===== config.mk =====
export PLATFORM = sky130hd
export DESIGN_NAME = unified_mem_arbiter
export DESIGN_NICKNAME = d
export VERILOG_FILES = /design/src/rtl/riscv_pkg.sv /design/src/rtl/arb_grant_select.sv /design/src/rtl/unified_mem_arbiter.sv
export SDC_FILE = /design/constraint.sdc
export NUM_CORES = 1
export LEC_CHECK = 0
export ABC_AREA = 1
export BUFFER_PORTS_ARGS = -buffer_cell sky130_fd_sc_hd__buf_2
export CORE_MARGIN = 1
export CORE_UTILIZATION = 45
export DETAILED_ROUTE_END_ITERATION = 10
export GPL_TIMING_DRIVEN = 1
export MAX_ROUTING_LAYER = met4
export PLACE_DENSITY = 0.78
export SLEW_MARGIN = 0
export SYNTH_ARGS = -nofsm -noshare
export SYNTH_HDL_FRONTEND = slang
export SYNTH_SLANG_ARGS = --single-unit
export TNS_END_PERCENT = 5

===== constraint.sdc =====
create_clock -name clk -period 1.7 [get_ports clk]
set_input_delay 0.085 -clock clk [delete_from_list [all_inputs] [get_ports clk]]
set_output_delay 0.085 -clock clk [all_outputs]
set_load 0.02 [all_outputs]

===== src/rtl/riscv_pkg.sv =====
// Shared types and constants for the unified memory arbiter.
package riscv_pkg;

    // Arbiter transaction phases.
    typedef enum logic [1:0] {
        ARB_IDLE  = 2'd0,
        ARB_ISSUE = 2'd1,
        ARB_WAIT  = 2'd2,
        ARB_RESP  = 2'd3
    } arb_state_e;

    // Which requester owns the transaction in flight.
    typedef enum logic [1:0] {
        GRANT_NONE = 2'd0,
        GRANT_IF   = 2'd1,
        GRANT_DATA = 2'd2
    } arb_grant_e;

    // Instruction fetches always read a whole word.
    localparam logic [3:0] MEM_BE_FULL = 4'hF;

    // Bits needed to hold a counter that runs from 0 up to max_val.
    function automatic int cnt_width(input int max_val);
        return (max_val < 2) ? 1 : $clog2(max_val + 1);
    endfunction

endpackage


===== src/rtl/arb_grant_select.sv =====
// Winner selection between fetch and data requesters, with the
// starvation counter that bounds how long a pending fetch can wait.
module arb_grant_select
    import riscv_pkg::*;
#(
    parameter int STARVE_LIMIT = 4
) (
    input  logic       clk,
    input  logic       rst,
    input  logic       idle,
    input  logic       if_valid,
    input  logic       d_valid,
    output arb_grant_e grant
);

    localparam int SCW = cnt_width(STARVE_LIMIT);
    localparam logic [SCW-1:0] STARVE_MAX = SCW'(STARVE_LIMIT);

    logic [SCW-1:0] starve_cnt;
    logic           starve_hit;

    assign starve_hit = (starve_cnt == STARVE_MAX);

    // Pick the winner: data has priority unless fetch has been starved long enough.
    always_comb begin
        grant = GRANT_NONE;
        if (!rst && idle) begin
            if (if_valid && d_valid) begin
                grant = starve_hit ? GRANT_IF : GRANT_DATA;
            end else if (if_valid) begin
                grant = GRANT_IF;
            end else if (d_valid) begin
                grant = GRANT_DATA;
            end
        end
    end

    // Count data grants that were taken while a fetch was left waiting.
    always_ff @(posedge clk) begin
        if (rst) begin
            starve_cnt <= '0;
        end else if (grant == GRANT_IF) begin
            starve_cnt <= '0;
        end else if (grant == GRANT_DATA && if_valid && !starve_hit) begin
            starve_cnt <= starve_cnt + SCW'(1);
        end
    end

endmodule


===== src/rtl/unified_mem_arbiter.sv =====
// Single-port unified memory arbiter for the multi-cycle core: one
// transaction at a time, fixed read latency, one-cycle response pulse.
module unified_mem_arbiter
    import riscv_pkg::*;
#(
    parameter int XLEN         = 32,
    parameter int MEM_LATENCY  = 2,
    parameter int STARVE_LIMIT = 4
) (
    input  logic            clk,
    input  logic            rst,

    input  logic            if_req_valid,
    output logic            if_req_ready,
    input  logic [XLEN-1:0] if_req_addr,
    output logic            if_rsp_valid,
    output logic [XLEN-1:0] if_rsp_data,

    input  logic            d_req_valid,
    output logic            d_req_ready,
    input  logic [XLEN-1:0] d_req_addr,
    input  logic            d_req_we,
    input  logic [XLEN-1:0] d_req_wdata,
    input  logic [3:0]      d_req_be,
    output logic            d_rsp_valid,
    output logic [XLEN-1:0] d_rsp_data,

    output logic            mem_en,
    output logic            mem_we,
    output logic [XLEN-1:0] mem_addr,
    output logic [XLEN-1:0] mem_wdata,
    output logic [3:0]      mem_be,
    input  logic [XLEN-1:0] mem_rdata
);

    localparam int WCW = cnt_width(MEM_LATENCY);
    localparam logic [WCW-1:0] WAIT_LOAD = WCW'(MEM_LATENCY);
    localparam logic [WCW-1:0] WAIT_ONE  = WCW'(1);

    arb_state_e     state;
    arb_grant_e     grant;
    arb_grant_e     grant_q;
    logic [WCW-1:0] wait_cnt;

    arb_grant_select #(
        .STARVE_LIMIT (STARVE_LIMIT)
    ) u_grant_select (
        .clk      (clk),
        .rst      (rst),
        .idle     (state == ARB_IDLE),
        .if_valid (if_req_valid),
        .d_valid  (d_req_valid),
        .grant    (grant)
    );

    // Only the chosen requester sees ready; the grant is already idle- and reset-qualified.
    always_comb begin
        if_req_ready = (grant == GRANT_IF);
        d_req_ready  = (grant == GRANT_DATA);
    end

    // Transaction FSM; the memory strobe and response pulses are registered outputs.
    always_ff @(posedge clk) begin
        if (rst) begin
            state        <= ARB_IDLE;
            grant_q      <= GRANT_NONE;
            wait_cnt     <= '0;
            mem_en       <= 1'b0;
            mem_we       <= 1'b0;
            mem_addr     <= '0;
            mem_wdata    <= '0;
            mem_be       <= '0;
            if_rsp_valid <= 1'b0;
            if_rsp_data  <= '0;
            d_rsp_valid  <= 1'b0;
            d_rsp_data   <= '0;
        end else begin
            mem_en       <= 1'b0;
            if_rsp_valid <= 1'b0;
            d_rsp_valid  <= 1'b0;
            case (state)
                ARB_IDLE: begin
                    if (grant != GRANT_NONE) begin
                        grant_q <= grant;
                        mem_en  <= 1'b1;
                        state   <= ARB_ISSUE;
                        if (grant == GRANT_IF) begin
                            mem_addr  <= if_req_addr;
                            mem_we    <= 1'b0;
                            mem_wdata <= '0;
                            mem_be    <= MEM_BE_FULL;
                        end else begin
                            mem_addr  <= d_req_addr;
                            mem_we    <= d_req_we;
                            mem_wdata <= d_req_wdata;
                            mem_be    <= d_req_be;
                        end
                    end
                end
                ARB_ISSUE: begin
                    wait_cnt <= WAIT_LOAD;
                    state    <= ARB_WAIT;
                end
                ARB_WAIT: begin
                    wait_cnt <= wait_cnt - WAIT_ONE;
                    if (wait_cnt == WAIT_ONE) begin
                        state <= ARB_RESP;
                        if (grant_q == GRANT_IF) begin
                            if_rsp_valid <= 1'b1;
                            if_rsp_data  <= mem_rdata;
                        end else begin
                            d_rsp_valid <= 1'b1;
                            d_rsp_data  <= mem_we ? '0 : mem_rdata;
                        end
                    end
                end
                ARB_RESP: begin
                    state <= ARB_IDLE;
                end
                default: begin
                    state <= ARB_IDLE;
                end
            endcase
        end
    end

endmodule


==> flow_summary.ini <==
[logic_synthesis]
ys_types = 22
async_flop_share_pct = 0
synth_largest_area_cell = dfxtp_1
yosys_warnings = 0
synth_top_area_share_pct = 48.8
yosys-top-cells-count = dfxtp_1 (145), nand2_1 (141), nand3_1 (134)
synth.most_common_cell = dfxtp_1
ys_seq_area_share_pct = 48.8
ys_top_cells_by_area = dfxtp_1 (49%), nand3_1 (11%), nand2_1 (8.9%)
synthCells = 800
ys_ff_latch = 145
synthFlopType = dfxtp_1
synth_enable_flop_cells = 0
synth_area_sq_um = 5950
avgSynthCellArea_sq_um = 7.44
syn_nets = 943

[power]
power_density_nw_per_um2 = 1140
leakage_nw = 5.02
peakVddDrop_uv = 645
fin_total_pwr_mw = 10.7
switching_share_pct = 32.2
internal_power_mw = 7.25
power_frac_clock_pct = 34.0
pwr-share-seq_pct = 37.7
combPwrFrac_pct = 28.3
switching_power_mw = 3.44

[die]
die_h_microns = 117
io_pins = 275
die_x_microns = 117
core_sq_um = 12800
core.rowCount = 41
initial_core_util_pct = 46.6
dieArea_sq_um = 13700

[global_route]
grt_max_degree = 56
grt_pass1_wl_mm = 31.7
first_global_vias = 6619
overflow = 0
grt.total_usage_pct = 31.1
antenna_found_initial = 1

[placed_design]
placed_cell_area_sq_um = 7580
io_buffers = 274
dp_hpwl_mm = 11.8
gp_congestion = 0.848

[clock_tree]
cts_buffers = 17
clk_latency_ns = 0.41
cts_root_buffer = clkbuf_16
cts.sinks = 145
cts_tree = built
h-tree-depth = 4
ctsLongestPathBuffers = 2
cts.reportedPaths.clkPinSlew_ns = 0.06

[min_path]
hold_path.class = input pin to flip-flop

[setup_path]
cp_max_fo = 3
cpMostUsedCell = inv_2
arrival_ns = 1.57
cp.required_ns = 1.62
crit_path_start_kind = flip-flop
crit_family = buffers and inverters
max_stage_delay_ns = 0.33
cp_cell_sequence = inv_2 > ha_4 > inv_2 > nor2_4 > nand3_4 > buf_12 > inv_1 > buf_6
path_buf_inv = 5
crit_slowest_cell = dfxtp_1
end_kind = output port
path_class = flip-flop to output port

[timing]
setup_tns_ns = 0
tightest_slew_ns = 0.561
min_period_ns = 1.66
setup_violations = 0
slew_headroom_pct = 62.6
finClkSkew_ns = 0.00857
rsz0062_at_grt = true
fin_crit_sh_pct = 97.6
finalMaxSlewViolations = 0
fmax_mhz = 603
finalHoldViolCount = 0

[drt]
drt-vias-per-instance = 5.16
ant_nets = 0
via_count = 7019
drtIter0Drc = 673
avgRoutedWirePerCell_microns = 15.6
firstDrtPassIters = 9
drc = 0
route.final.wire_length_mm = 21.2

[final_layout]
drive_gt1_share_pct = 30.2
syn_to_final_growth_pct = 57.7
nets = 1319
fin_util_pct = 73.5
postLayoutCellArea_sq_um = 9390

[run_status]
status = complete, no violations

[run]
maxCapViolCount = 0
## worst min-delay path, stage by stage
cell	delay [ns]
buf_2	0.09
nand3_1	0.07
nand3_1	0.08
nand2_1	0.05
inv_1	0.04
## routing by layer
| metal | track usage, % | routed length, microns |
|---|---|---|
| met5 | - | 0 |
| met4 | 20.2 | 894 |
| met3 | 7.93 | 1590 |
| met2 | 50.6 | 10500 |
| met1 | 33.7 | 8190 |
## final cells by class
class / instances / area [sq um]
diodes: 1 / 2.50
inverters: 83 / 314
flip-flops and latches: 145 / 2910
clock inverters: 7 / 73.8
multi-input cells: 515 / 2530
fillers: 881 / 3390
repair buffers: 414 / 2830
well taps: 172 / 215
clock buffers: 24 / 512
## path summary, 6_finish.rpt
check / slack, ns / start / cells after the start / to
worst max-delay path: 0.04 / state[1]$_SDFFE_PP0P_ / 8 / if_req_ready
worst min-delay path: 0.02 / if_req_addr[3] / 5 / mem_addr[3]$_SDFFE_PP0P_
worst max register to register: 0.07 / state[1]$_SDFFE_PP0P_ / 10 / mem_addr[18]$_SDFFE_PP0P_
worst min register to register: 0.47 / state[0]$_SDFFE_PP0P_ / 2 / state[0]$_SDFFE_PP0P_
## through the flow
step                std cells  hold WS [ns]  setup WS, ns
floorplan                 800         0.220         0.219
global placement         1215         0.313         0.163
detailed placement       1215         0.318         0.118
CTS                      1360      0.000415      0.000140
global route             1361        0.0223       -0.0514
finish                   1361        0.0240        0.0411
## kinds of logic after synthesis
group | synth area share (%)
DFF | 48.8
adders and majority gates | 1.26
buffers and inverters | 9.86
and+or+nand+nor | 26.4
AOI/OAI and AO/OA | 13.7
## cell usage in the layout, fill, tap and decap left out, types with 9 or more instances in the layout
cell type / count
o21bai_1: 32
a21oi_1: 42
dlygate4sd3_1: 109
buf_4: 20
nand3_1: 131
inv_1: 76
clkbuf_16: 17
nor2_1: 81
nand2_1: 139
o21ai_0: 70
buf_12: 9
dfxtp_1: 142
buf_2: 272
## power groups by stage
| stage | clock [mW] | combinational, mW | sequential [mW] |
|---|---|---|---|
| after floorplan | 0 | 1.24 | 4.50 |
| after global placement | 0 | 2.54 | 4.06 |
| after detailed placement | 0 | 2.58 | 4.07 |
| after CTS | 3.69 | 2.88 | 4.01 |
| after global routing | 3.85 | 3.30 | 4.07 |
| final | 3.64 | 3.02 | 4.03 |
## state kept, by name (all words and copies together) (netlist names), 3 cells and up
name                       count
mem_be                         4
d_rsp_data                    32
u_grant_select.starve_cnt      3
mem_wdata                     32
mem_addr                      32
if_rsp_data                   32
## repair_timing
action | 4_1_cts | 5_1_grt
pin swaps | 3 | 5
hold endpoints to repair | 133 | 0
cloned | 1 | 0
gates resized for setup | 8 | 19
buffers inserted | 4 | 1
hold buffers | 109 | 0
setup endpoints to repair | 2 | 34
(Power assumes the default switching activity.)
